--- src/rtl/mdu_pkg.sv ---
// rtl/mdu_pkg.sv - shared types and constants for the M-extension divide path
package mdu_pkg;

    localparam logic [63:0] XLEN_MIN = 64'h8000_0000_0000_0000;
    localparam logic [31:0] W_MIN    = 32'h8000_0000;

    typedef enum logic [1:0] {
        DIV  = 2'b00,
        DIVU = 2'b01,
        REM  = 2'b10,
        REMU = 2'b11
    } div_op_e;

    typedef enum logic [1:0] {
        IDLE  = 2'b00,
        WAIT  = 2'b01,
        RESP  = 2'b10,
        DRAIN = 2'b11
    } div_state_e;

    // funct3[0] clear means a signed operation; funct3[1] set selects the remainder
    function automatic logic op_is_signed(logic [1:0] op);
        return (op == DIV) || (op == REM);
    endfunction

    function automatic logic op_is_rem(logic [1:0] op);
        return (op == REM) || (op == REMU);
    endfunction

endpackage

--- src/rtl/div_fixup.sv ---
// rtl/div_fixup.sv - sign restore, result select and word sign-extension
module div_fixup
    import mdu_pkg::*;
(
    input  logic [1:0]  op,
    input  logic        word,
    input  logic        neg_a,
    input  logic        neg_b,
    input  logic [63:0] quotient,
    input  logic [63:0] remainder,
    output logic [63:0] rd
);

    logic        sgn;
    logic [63:0] q_fix;
    logic [63:0] r_fix;
    logic [63:0] res;

    always_comb begin
        sgn   = op_is_signed(op);
        q_fix = (sgn && (neg_a != neg_b)) ? (64'd0 - quotient) : quotient;
        r_fix = (sgn && neg_a) ? (64'd0 - remainder) : remainder;
        res   = op_is_rem(op) ? r_fix : q_fix;
        // W results are always sign-extended from bit 31, unsigned W ops included
        rd    = word ? {{32{res[31]}}, res[31:0]} : res;
    end

endmodule

--- src/rtl/div_seq_ctrl.sv ---
// rtl/div_seq_ctrl.sv - sign/control stage in front of the iterative unsigned divide core
module div_seq_ctrl
    import mdu_pkg::*;
#(
    parameter int XLEN         = 64,
    parameter int CORE_TIMEOUT = 0
) (
    input  logic            clk,
    input  logic            reset_n,
    input  logic            req_valid,
    output logic            req_ready,
    input  logic [1:0]      req_op,
    input  logic            req_word,
    input  logic [XLEN-1:0] req_a,
    input  logic [XLEN-1:0] req_b,
    output logic            resp_valid,
    input  logic            resp_ready,
    output logic [XLEN-1:0] resp_data,
    input  logic            flush,
    output logic            core_start,
    output logic [XLEN-1:0] core_dividend,
    output logic [XLEN-1:0] core_divisor,
    input  logic            core_done,
    input  logic [XLEN-1:0] core_quotient,
    input  logic [XLEN-1:0] core_remainder,
    output logic            err
);

    div_state_e state_q, state_d;

    logic [1:0]  op_q;
    logic        word_q;
    logic        neg_a_q;
    logic        neg_b_q;

    logic        sgn_in;
    logic [63:0] a_ext, b_ext;
    logic        neg_a_in, neg_b_in;
    logic [63:0] mag_a, mag_b;
    logic        div0, ovf, special;

    logic        accept;
    logic        launch;
    logic        load_resp;

    logic [1:0]  fx_op;
    logic        fx_word, fx_neg_a, fx_neg_b;
    logic [63:0] fx_q, fx_r, fx_rd;

    // operand preparation for the request currently offered
    always_comb begin
        sgn_in = op_is_signed(req_op);
        if (req_word) begin
            a_ext = sgn_in ? {{32{req_a[31]}}, req_a[31:0]} : {32'd0, req_a[31:0]};
            b_ext = sgn_in ? {{32{req_b[31]}}, req_b[31:0]} : {32'd0, req_b[31:0]};
        end else begin
            a_ext = req_a;
            b_ext = req_b;
        end
        neg_a_in = sgn_in && a_ext[63];
        neg_b_in = sgn_in && b_ext[63];
        mag_a    = neg_a_in ? (64'd0 - a_ext) : a_ext;
        mag_b    = neg_b_in ? (64'd0 - b_ext) : b_ext;
        div0     = (b_ext == 64'd0);
        ovf      = sgn_in && (&b_ext) &&
                   (req_word ? (a_ext[31:0] == W_MIN) : (a_ext == XLEN_MIN));
        special  = div0 || ovf;
    end

    // The fast path reuses the fixup: the magnitude comes back with the dividend's
    // sign restored, and forcing equal signs keeps the all-ones quotient unnegated.
    always_comb begin
        if (state_q == IDLE) begin
            fx_op    = req_op;
            fx_word  = req_word;
            fx_neg_a = neg_a_in;
            fx_neg_b = div0 ? neg_a_in : neg_b_in;
            fx_q     = div0 ? 64'hFFFF_FFFF_FFFF_FFFF : mag_a;
            fx_r     = div0 ? mag_a : 64'd0;
        end else begin
            fx_op    = op_q;
            fx_word  = word_q;
            fx_neg_a = neg_a_q;
            fx_neg_b = neg_b_q;
            fx_q     = core_quotient;
            fx_r     = core_remainder;
        end
    end

    div_fixup u_fixup (
        .op        (fx_op),
        .word      (fx_word),
        .neg_a     (fx_neg_a),
        .neg_b     (fx_neg_b),
        .quotient  (fx_q),
        .remainder (fx_r),
        .rd        (fx_rd)
    );

    always_comb begin
        state_d    = state_q;
        accept     = 1'b0;
        launch     = 1'b0;
        load_resp  = 1'b0;
        resp_valid = 1'b0;
        case (state_q)
            IDLE: begin
                accept = req_ready && req_valid && !flush;
                if (accept) begin
                    launch    = !special;
                    load_resp = special;
                    state_d   = special ? RESP : WAIT;
                end
            end
            WAIT: begin
                if (flush) begin
                    state_d = core_done ? IDLE : DRAIN;
                end else if (core_done) begin
                    load_resp = 1'b1;
                    state_d   = RESP;
                end
            end
            RESP: begin
                resp_valid = 1'b1;
                if (flush || resp_ready) begin
                    state_d = IDLE;
                end
            end
            DRAIN: begin
                if (core_done) begin
                    state_d = IDLE;
                end
            end
            default: state_d = IDLE;
        endcase
    end

    always_ff @(posedge clk or negedge reset_n) begin
        if (!reset_n) begin
            state_q       <= IDLE;
            req_ready     <= 1'b0;
            core_start    <= 1'b0;
            core_dividend <= 64'd0;
            core_divisor  <= 64'd0;
            resp_data     <= 64'd0;
            op_q          <= 2'b00;
            word_q        <= 1'b0;
            neg_a_q       <= 1'b0;
            neg_b_q       <= 1'b0;
        end else begin
            state_q    <= state_d;
            req_ready  <= (state_d == IDLE);
            core_start <= launch;
            if (accept) begin
                op_q    <= req_op;
                word_q  <= req_word;
                neg_a_q <= neg_a_in;
                neg_b_q <= neg_b_in;
            end
            if (launch) begin
                core_dividend <= mag_a;
                core_divisor  <= mag_b;
            end
            if (load_resp) begin
                resp_data <= fx_rd;
            end
        end
    end

    generate
        if (CORE_TIMEOUT > 0) begin : g_watchdog
            localparam logic [31:0] TIMEOUT_W = 32'(CORE_TIMEOUT);
            logic [31:0] wd_cnt;

            always_ff @(posedge clk or negedge reset_n) begin
                if (!reset_n) begin
                    wd_cnt <= 32'd0;
                    err    <= 1'b0;
                end else if ((state_q == WAIT) || (state_q == DRAIN)) begin
                    if (wd_cnt != 32'hFFFF_FFFF) begin
                        wd_cnt <= wd_cnt + 32'd1;
                    end
                    // wd_cnt holds the cycles already spent, so this is the (TIMEOUT+1)th
                    if (wd_cnt >= TIMEOUT_W) begin
                        err <= 1'b1;
                    end
                end else begin
                    wd_cnt <= 32'd0;
                end
            end
        end else begin : g_no_watchdog
            assign err = 1'b0;
        end
    endgenerate

endmodule

--- config.mk ---
export PLATFORM = sky130hd
export DESIGN_NAME = div_seq_ctrl
export DESIGN_NICKNAME = d
export VERILOG_FILES = /design/src/rtl/mdu_pkg.sv /design/src/rtl/div_fixup.sv /design/src/rtl/div_seq_ctrl.sv
export SDC_FILE = /design/constraint.sdc
export NUM_CORES = 1
export LEC_CHECK = 0
export BUFFER_PORTS_ARGS = -buffer_cell sky130_fd_sc_hd__buf_2
export CORE_MARGIN = 1
export CORE_UTILIZATION = 35
export CTS_BUF_LIST = sky130_fd_sc_hd__clkbuf_16
export DETAILED_ROUTE_END_ITERATION = 7
export GPL_ROUTABILITY_DRIVEN = 1
export PLACE_DENSITY = 0.7
export SYNTH_ARGS = -nofsm -noshare
export SYNTH_HDL_FRONTEND = slang
export SYNTH_SLANG_ARGS = --single-unit
--- constraint.sdc ---
create_clock -name clk -period 4.85 [get_ports clk]
set_input_delay 0.97 -clock clk [delete_from_list [all_inputs] [get_ports clk]]
set_output_delay 0.97 -clock clk [all_outputs]
set_load 0.01 [all_outputs]
# --- Yosys cells after proc, flatten, opt, wreduce, memory -nomap -nowiden ---
# Cells that the tools add are included.
totals:
  n_memories: 0
  word_cells: 80
  reg_bits: 201
  inputBits: 265
  latchBits: 0
  out_inout_bits: 196
  mem_bits_ro: 0
  ramBits: 0
classes:
  n_eq_ne: 9
  n_div: 0
  add_sub_neg: 4
  multipliers: 0
  n_reduce_logical: 21
  n_bitwise: 0
  mux: 36
  order_cmp: 0
  n_shift: 0
ops:
  columns: ["op", "count"]
  rows:
  - ["64-bit 2-to-1 mux", 14]
  - ["1-bit by 64-bit subtractor with 64-bit output (first input constant)", 4]
  - ["64-bit == test (second input constant)", 1]
  - ["64-bit zero test", 1]
  - ["64-bit AND reduction", 1]
  - ["32-bit == test (second input constant)", 1]
  - ["2-bit 2-to-1 mux", 8]
  - ["1-bit 2-to-1 mux", 12]
  - ["2-bit == test (second input constant)", 5]
  - ["1-bit logical AND", 8]
  - ["2-bit zero test", 4]
  - ["2-bit one-hot mux with 4 select lines", 1]
  - ["1-bit logical OR", 5]
  - ["2-bit by 1-bit == test with 1-bit output (second input constant)", 1]
  - ["1-bit zero test", 2]
  - ["1-bit one-hot mux with 2 select lines", 1]
  - ["1-bit inequality test", 1]

# --- Longest topological paths before layout ---
# Gate-level depths: netlist (run 1).
depth:
  ltp_word: 12
  depth_mapped: 24

# --- Cells and area by module ---
# A second synthesis (run 1) with hierarchy kept.
unflattened:
  cells_unflattened: 2140
  area_unflattened_um2: 16354.4
modules_own_cells:
  columns: ["module", "n_inst", "cells_per_inst", "area_each_um2", "seq_area_each_um2"]
  rows:
  - ["div_seq_ctrl", 1, 1549, 12629.6, 5029.8]
  - ["div_fixup", 1, 591, 3724.8, 0.0]

# --- Worst setup path after synthesis (run 1) ---
# OpenSTA, ideal clock, no wires.
synth_timing:
  kind: "flip-flop to flip-flop"
  startpoint: "reg state_q[1]"
  endpoint: "reg resp_data[54]"
  arrival_ns: 5.237
  period_less_slack_ns: 5.360
  path_stages_with_launch: 24
  path_slack_ns: -0.510
  path_buffers: 9
  cell_sequence: "dfrtp_1 > or2_2 > clkbuf_1 > clkbuf_1 > buf_2 > clkbuf_1 > clkbuf_1 > clkbuf_1 > clkbuf_1 > clkbuf_1 > a21oi_1 > a21oi_1 > ha_1 > o211a_1 > o221ai_1 > nor3_1 > nand4_1 > nor4bb_1 > buf_2 > nand2_1 > o31a_1 > xnor2_1 > a22oi_1 > o221a_1"
synth_via:
  elab_chain_len: 8
  word_cells_on_any_way: 23
  classes_between: "add/sub: 2; eq/ne: 4; mux: 11; reduce/logical: 6"
synth_rtl:
  columns: ["item", "line", "text"]
  rows:
  - ["start: declaration", "div_seq_ctrl.sv:29", "div_state_e state_q, state_d;"]
  - ["start signal: assignment", "div_seq_ctrl.sv:151", "state_q <= state_d;"]
  - ["branches (longest 8 deep; another with 1-bit by 64-bit subtractor with 64-bit output)", null, null]
  - ["end signal: assignment", "div_seq_ctrl.sv:165", "resp_data <= fx_rd;"]
  - ["end: declaration", "div_seq_ctrl.sv:18", "output logic [XLEN-1:0] resp_data,"]
# Parallel ways; which one is timed is not known.
# A chain may end at the register's enable or synchronous reset.

# --- Worst setup path after layout (run 1) ---
layout_timing:
  startpoint: "in req_a[0]"
  endpoint: "reg resp_data[47]"
layout_via:
  elab_chain_len: 10
  word_cells_on_any_way: 21
  classes_between: "add/sub: 3; eq/ne: 2; mux: 14; reduce/logical: 2"
layout_rtl:
  columns: ["item", "line", "text"]
  rows:
  - ["start: declaration", "div_seq_ctrl.sv:14", "input logic [XLEN-1:0] req_a,"]
  - ["64-bit 2-to-1 mux", "div_seq_ctrl.sv:54", "a_ext = sgn_in ? {{32{req_a[31]}}, req_a[31:0]} : {32'd0, req_a[31:0]};"]
  - ["64-bit 2-to-1 mux *", "div_seq_ctrl.sv:53", "if (req_word) begin"]
  - ["1-bit by 64-bit subtractor with 64-bit output", "div_seq_ctrl.sv:62", "mag_a = neg_a_in ? (64'd0 - a_ext) : a_ext;"]
  - ["64-bit 2-to-1 mux", "div_seq_ctrl.sv:62", null]
  - ["64-bit 2-to-1 mux, on equally long branches", "div_seq_ctrl.sv:78, div_seq_ctrl.sv:79", null]
  - ["64-bit 2-to-1 mux", "div_seq_ctrl.sv:73", "if (state_q == IDLE) begin"]
  - ["1-bit by 64-bit subtractor with 64-bit output, on equally long branches", "div_fixup.sv:21, div_fixup.sv:22", null]
  - ["64-bit 2-to-1 mux, on equally long branches", "div_fixup.sv:21, div_fixup.sv:22", null]
  - ["64-bit 2-to-1 mux", "div_fixup.sv:23", "res = op_is_rem(op) ? r_fix : q_fix;"]
  - ["64-bit 2-to-1 mux", "div_fixup.sv:25", "rd = word ? {{32{res[31]}}, res[31:0]} : res;"]
# Every way passes the cells marked *; elsewhere a longest branch is shown, timed or not.

==> results by stage, run 1 <==
Outcome:
- The run finished with clean final reports.

Logic synthesis:
- After synthesis, the mean cell area works out to 7.21 sq um.
- The xor-xnor portion of the synthesized cell area is 10.1%.
- The combined area of all synthesized cells is 19600 sq um.
- The synthesized design contains 0 enable-type register cells.
- The synthesized-area fraction occupied by and/or/nand/nor cells is 28.1%.
- The combinational family with the most area after synthesis is compound AO/OA/AOI/OAI gates.
- The number of nets in the synthesized netlist is roughly 3000.
- The most instantiated flip-flop cell in the synthesis netlist is dfrtp_1.
- Of the total synthesized cell area, the portion taken by full adders, half adders and majority gates is 0.319%.
- Of the synthesized area, sequential elements account for between 20 and 30%.
- The fraction of the mapped netlist area in compound gates is 29.2%.
- The fraction of synthesized area in multiplexers is 0.920%.
- The library cell with the largest summed area after synthesis is dfrtp_1.
- For this run, the number of Yosys warnings is 0.
- The post-synthesis cell type count is 118.
- The synthesized instance count is 2716.
- The fraction of post-synthesis cell area in the top cell type by area is between 20 and 30%.
- In this run, synthesis produced a sequential element count of about 200.
- Of all flip-flops after synthesis, the portion carrying an async set or reset was 100%.
- Ranked by total cell area, the synthesized netlist is headed by dfrtp_1, o21ai_0, nand2_1, a21oi_1, xnor2_1.

Placement:
- At the end of routability-driven placement, the weighted congestion stood at about 1.1.
- The count of placed standard cells including taps is ~4400.
- The estimated wirelength of the detail-placed design is 87.7 mm.
- After detailed placement, the total cell area comes to 27300 sq um.
- The count of buffers added on input and output ports is 459.

Power and ir drop:
- The maximum VDD drop is 0.360 mV.
- Power spread over the standard cell area amounts to about 450 nW/um^2.
- For this design the static power due to leakage is 12.7 nW.

Clock network:
- The clock root buffer is clkbuf_16.
- The clock passes through at most 3 buffers.
- The clock tree from TritonCTS is built.
- The latest clock arrival within the worst-skew pair is 0.60 ns.
- Clock tree synthesis inserted a total of 26 buffers.
- The clock transition at the registers of the reported paths is 0.06 ns.
- The depth of the CTS H-tree is 1.
- The post-cts hold buffer count is 0.
- The number of sinks on the clock net is 201.

Timing:
- The number of failing hold endpoints at the final stage was 0.
- Timing would allow up to 213 MHz.
- For the final routed database, the setup TNS stands at 0 ns.
- The max-slew violation count is 0.
- Measured against its own limit, the worst slew margin works out to 40.2%.
- The pin slew with the least headroom to its limit is 0.891 ns.
- The number of setup violations in the final report is 0.
- Between clock sinks in the finished design, the worst skew comes to 0.0116 ns.
- The portion of the clock cycle consumed by the worst path in the final layout is 96.7%.
- The clock period minus final worst setup slack is 4.69 ns.

GRT:
- Entering global routing, the biggest net connects 106 pins.
- After global routing the overflow that remains totals 0.
- The via count of the first global-routing pass is between 20000 and 25000.
- Across every metal layer, demand over resource in global routing totals between 30% and 40%.
- The wire length of the first global-routing pass is 156 mm.
- The number of antenna violations at the first check in global routing is 11.

Die:
- The horizontal die dimension is roughly 240 um.
- The chip height is 239 um.
- The die covers 56900 sq um.
- In this run the count of I/O pins placed on the die edge is 461.
- After floorplanning, the core was sized to cover 55200 sq um.
- The row count is 86.
- Once the floorplan was initialized, standard cells occupied 35.5% of the core.

Worst setup path:
- The internal reg-to-reg setup slack is 0.75 ns.
- Along the worst path, the maximum fanout reaches 7.
- The category of the critical setup timing path is in -> reg.
- The data arrival time of the critical path is 5.15 ns.
- The startpoint type of the worst setup path is a primary input.
- STA classifies the critical path endpoint as a register.
- At the worst endpoint, the required time is 5.31 ns.
- The endpoint identified for the worst register-to-register timing path is resp_data[54].
- The worst flop-to-flop path startpoint is state_q[1].
- The number of cells on the worst reg-to-reg path is 14.

Routing:
- The detailed-route DRC error count is 0.
- For this run, the detailed router's first-pass iteration total came to 6.
- The total vias in the final route is 25839.
- The routed design has 107 mm of wire.
- For this block, the initial DRC count from the detailed router was 3259.
- The detail-routed net length per standard cell is 24.2 um.
- The via density per instance is 5.82.
- The remaining number of nets flagged by the antenna check after routing is 0.

Cells and area:
- Leaving out fill and tap cells, the most frequent cells in the layout are buf_4, buf_2, nand2_1, o21ai_0, nor2_1.
- The area growth from synthesis to layout is 44.4%.
- The share of layout cells above drive strength 1 is 35.0%.
- Once layout is done, the placed cells without fillers occupy 28300 sq um.
- In the final design database the tool counted approximately 3900 nets.
- The library cell used most frequently in the layout, excluding fill and tap cells, is buf_4.
- The non-filler instance count after layout is roughly 4400.

Worst hold path:
- The tightest min-delay check is of the in -> async type.

Job:
- The tool flagged a number of max-cap violations equal to 0.
-- metrics by stage --
step	setup slack [ns]	hold slack (ns)	utilization, %	power (W)
after global routing	-0.0476	0.394	51.2	0.0135
final	0.161	0.353	51.2	0.0128
after floorplan	-0.00309	0.450	-	0.00688
after detailed placement	-0.662	0.460	49.4	0.0106
after global placement	-0.756	0.451	49.4	0.0106
after CTS	0.0297	0.358	51.0	0.0127
-- cell type report --
cell class | count | area [sq um]
diodes | 9 | 22.5
clock buffers | 26 | 651
clock inverters | 21 | 221
fillers | 5573 | 26900
inverters | 58 | 218
multi-input cells | 2256 | 13700
flip-flops and latches | 201 | 5030
well taps | 748 | 936
repair buffers | 1119 | 7500
-- critical path, stage by stage --
cell     delay [ns]
buf_2          0.12
inv_1          0.08
ha_1           0.17
buf_4          0.15
nor3b_2        0.20
buf_4          0.15
nand4_1        0.16
nor4_2         0.36
o21ai_0        0.17
a32oi_1        0.41
buf_4          0.19
or3_1          0.16
nand2_1        0.10
nor4_2         0.47
or3b_1         0.44
o31ai_1        0.26
xnor2_1        0.16
a22oi_1        0.22
buf_4          0.15
a21oi_1        0.05
-- flip-flops by register name (all words and copies together), names as in the netlist --
name           flops
state_q            2
req_ready          1
core_divisor      64
core_start         1
core_dividend     64
op_q               2
neg_b_q            1
resp_data         64
word_q             1
neg_a_q            1
-- layer usage --
layer | global-route usage, % | up-vias | wire length (um)
met2 | 54.2 | 1622 | 45800
met1 | 52.3 | 12185 | 45700
met3 | 7.24 | 201 | 12200
met4 | 12.3 | 0 | 3740
li1 | - | 11831 | -
met5 | 0 | - | 0
-- how the worst max path moves through the flow --
stage | from | endpoint | slack [ns] | cells past startpoint
floorplan | req_b[16] | resp_data[54] | -0.003 | 22
global placement | req_word | resp_data[54] | -0.76 | 20
detailed placement | req_word | resp_data[54] | -0.66 | 20
CTS | req_word | resp_data[54] | 0.03 | 20
global route | req_a[0] | resp_data[36] | -0.05 | 20
finish | req_a[0] | resp_data[47] | 0.16 | 20
-- repair_timing --
| action | CTS | global route |
|---|---|---|
| pin swaps | 0 | 6 |
| buffers inserted | 0 | 1 |
| resized for setup | 1 | 17 |
| setup endpoints to repair | 2 | 26 |
-- cells by family after synthesis --
kind of cell	Yosys count
mux	15
buf+inv	259
flops	201
fa+ha+maj	5
simple gates	1094
compound gates	920
other cells	1
xor+xnor	221
-- power breakdown --
group          switching, W  internal [W]  total (W)
registers          0.000505       0.00249    0.00300
logic               0.00467       0.00314    0.00781
clock network      0.000870       0.00115    0.00202
total               0.00604       0.00679     0.0128
-- cells in the mapped netlist (all sizes together) (8+ instances only) --
cell,count
buf,71
xor2,102
nand3,52
nor2,256
nand3b,8
a22oi,26
and2,16
nand2,364
o41ai,18
a21oi,239
nor3,129
o31ai,42
or2,15
nor4,60
nand4,52
o21ai,334
or4,22
a31oi,71
nor2b,8
or3,38
nand2b,19
nor3b,11
a211oi,17
a21o,9
o22ai,16
and3,16
o211ai,24
dfrtp,201
clkbuf,130
a41oi,11
mux2i,11
inv,58
xnor2,119
No activity file was read; power rests on OpenSTA's default activity.
==> run 2: changes to the inputs <==
- ABC_AREA: unset -> 1
==> results by stage, run 2 <==
Die:
- The chip height is roughly 240 um.
- The die area is 56300 sq um.
- The initial standard-cell utilization of the core is 35.7%.
- The row count is 85.
- 461 I/O pins were placed.
- The horizontal die dimension is 237 um.
- The area of the placeable core is 54200 sq um.

Routing:
- The detailed-route DRC error count is 0.
- In this run the remaining antenna-violating nets after routing total 0.
- The routed layout has about 24000 vias.
- For this block, the initial DRC count from the detailed router was 2716.
- The number of detailed-route iterations in the first pass is 6.
- The via density per instance is around 5.4.
- The detail-routed net length per standard cell is 20.6 um.
- The routed design has between 90 and 100 mm of wire.

GRT:
- The maximum number of pins on one net before global-route repair is 99.
- Global routing finished with a remaining overflow of 0.
- The via count of the first global-routing pass was 21853.
- The wire length of the first global-routing pass is roughly 130 mm.
- The number of antenna violations at the first check in global routing was 13.
- Across every metal layer, demand over resource in global routing totals a little under a third.

Clock network:
- The number of sinks on the clock net is about 200.
- After clock tree synthesis, the clock-pin slew on the worst setup and hold paths is 0.07 ns.
- The buffer levels on the longest clock path is 3.
- In this run, post-CTS repair resized a total of 0 instances.
- For the worst-skew pair, the clock arrives at the later sink with an insertion delay of 0.57 ns.
- CTS built an H-tree with a depth of 1.
- The post-CTS setup buffer count is 0.
- TritonCTS built the clock tree.
- The tree is rooted in a clkbuf_16.
- The number of buffers created by CTS is 26.
- The post-cts hold buffer count is 0.

Power and ir drop:
- The static leakage is 12.4 nW.
- In this run the power density over the cells is 624 nW/um^2.
- VDD sags by at most 0.276 mV.
- The post-route total power is 0.0146 W.

Logic synthesis:
- The commonest cells after synthesis are nand2_1, nor2_1, nand3_1, inv_1, o21ai_0.
- The mapped netlist covers 19400 sq um.
- The fraction of post-synthesis cell area in the top cell type by area is between 20% and 30%.
- Sorting the synthesized cells by area gives the leading types as dfrtp_1, nand2_1, nor2_1, nand3_1, o21ai_0.
- For this run, the leading register cell type out of synthesis is dfrtp_1.
- The number of nets in the synthesized netlist is 3592.
- The post-synthesis cell type count is 53.
- The fraction of synthesized area in multiplexers is 0%.
- The biggest area contributor in the post-synthesis netlist is dfrtp_1.
- During synthesis, Yosys emitted a total of 0 warnings.
- After Yosys synthesis, full adders, half adders and majority gates account for less than 1% of the synthesized area.
- The fraction of the mapped netlist area in compound gates is between 10% and 20%.
- In this run, synthesis inferred 0 flip-flops with an integrated enable.
- After synthesis, the largest family of logic cells by area is simple AND/OR/NAND/NOR gates.
- Synthesis handed over a netlist of 3322 instances.
- Summing the areas of all xor and xnor instances in the mapped netlist gives under 10% of the synthesized area.
- After Yosys synthesis, and, or, nand and nor cells account for 46.8% of the synthesized area.
- nand2_1 is the most common cell in the netlist.
- The mean area per synthesized cell is between 5 and 6 sq um.
- The part of the Yosys area used for sequential elements is 26.0%.
- The synthesized design contains 201 register bits.
- The fraction of synthesis flops using an asynchronous set or reset pin is 100%.

Job:
- Across the run, the number of max-cap violations was 0.

Worst setup path:
- The critical-path cell with the highest stage delay is o21bai_1.
- For this run, the slowest stage of the critical path takes 0.36 ns.
- The critical path contains buffers and inverters numbering 3 combined.
- The critical path required time is 5.34 ns.
- The data arrival time of the critical path is 4.78 ns.
- The worst setup path is of the in -> reg kind.
- The family with the most delay on the worst path is simple AND/OR/NAND/NOR gates.
- The signal on the critical path passes through buf_2 -> inv_1 -> nand3_1 -> nor2_1 -> nand2_1 -> nor2_1 -> nand2_1 -> nand2_1 -> nand2_1 -> nand2_1 -> inv_1 -> o21bai_1 -> nand2_1 -> nor2_1 -> nand2_1 -> nor2_1 -> nor2_1 -> nor2_2 -> nand3_1 -> nand2_1 -> nand3_1 -> nand2_1 -> nand2_1 -> a21oi_2.
- STA classifies the critical path startpoint as a primary input.
- The kind of end point of the critical path is a register.
- Along the worst path, the maximum fanout reaches 8.
- The cell seen most often among critical-path stages is nand2_1.

Timing:
- The pin slew with the least headroom to its limit is 1.13 ns.
- The smallest setup slack after layout is approximately 0.56 ns.
- Setup repair after global routing left no endpoint under its margin.
- The max-slew violation count came to 0.
- The setup total negative slack is 0 ns.
- The final clock skew is 0.0130 ns.
- The worst max-slew margin expressed relative to the limit is between 20% and 30%.
- The number of setup violations in the final report is 0.
- Dividing the final minimum period by the clock period gives 88.5%.
- The number of failing hold endpoints at the final stage was 0.
- The achievable frequency is 233 MHz.
- The smallest clock period supported by the final layout is computed as 4.29 ns.

Cells and area:
- In the layout the commonest cells are nand2_1, nor2_1, buf_2, inv_1, nand3_1.
- The library cell used most frequently in the layout, excluding fill and tap cells, is nand2_1.
- Of the cells placed in the final design, the portion with a size suffix greater than 1 is 19.2%.
- Excluding fillers, the count of instances in the completed layout stands at ~4500.
- The area growth from synthesis to layout is 21.1%.
- The largest registers in the layout are core_dividend (64), core_divisor (64), resp_data (64).
- After the last flow step, the layout net total stands at 4030.
- Fill cells in the final layout number between 6000 and 7000.

Placement:
- The count of input and output buffers is around 460.
- At the end of routability-driven placement, the weighted congestion stood at 1.09.
- Including well taps, the total number of placed cells is 4428.
- The estimated wirelength of the detail-placed design is 75.3 mm.
- Timing analysis after detailed placement gives a worst setup slack of 0.145 ns.

Worst hold path:
- The class of the tightest hold or removal check is in -> async.

Outcome:
- The run finished with clean final reports.
==> run 2: logic make-up after synthesis <==
group	Yosys count
other	1
xor gates and xnor gates	101
and+or+nand+nor	2154
buffers and inverters	399
DFF	201
AOI/OAI and AO/OA	461
adders and majority gates	5
==> run 2: through the flow <==
stage / util [%] / hold WS [ns] / cell area (sq um)
2_1_floorplan: - / 0.448 / 19400
3_3_place_gp: 41.7 / 0.450 / 22600
3_5_place_dp: 41.7 / 0.457 / 22600
4_1_cts: 43.2 / 0.426 / 23400
5_1_grt: 43.2 / 0.457 / 23400
6_report: 43.2 / 0.408 / 23400
==> run 2: path summary, 6_finish.rpt <==
kind                                   start                 to  slack (ns)  cells after the start
max                                 req_a[0]      resp_data[59]        0.56                     24
min                                  reset_n  core_dividend[45]        0.41                      1
max reg2reg                       state_q[0]      resp_data[52]        0.89                     20
min reg2reg                core_dividend[20]  core_dividend[20]        0.47                      2
max in group asynchronous            reset_n      resp_data[43]        3.27                      2
min in group clk           core_dividend[20]  core_dividend[20]        0.47                      2
==> run 2: metal layers <==
layer | GRT usage (%) | up-vias | wire length, um
li1 | - | 11546 | -
met1 | 43.3 | 10992 | 39500
met2 | 48.5 | 1299 | 39500
met3 | 5.14 | 216 | 8270
met4 | 15.1 | 4 | 4920
met5 | 0 | - | 24
==> run 2: layout make-up <==
type,count,area (sq um),area share (%)
Multi-Input combinational cell,2722,12600,53.9
Clock inverter,19,131,0.560
Sequential cell,201,5030,21.5
Antenna cell,12,30.0,0.128
Timing Repair Buffer,542,3070,13.1
Inverter,267,1010,4.32
Tap cell,696,871,3.71
Clock buffer,27,676,2.88
==> run 2: where the power goes <==
group	internal [W]	switching, W	total (W)
combinational	0.00309	0.00663	0.00972
clock	0.00110	0.000811	0.00191
sequential	0.00248	0.000520	0.00300
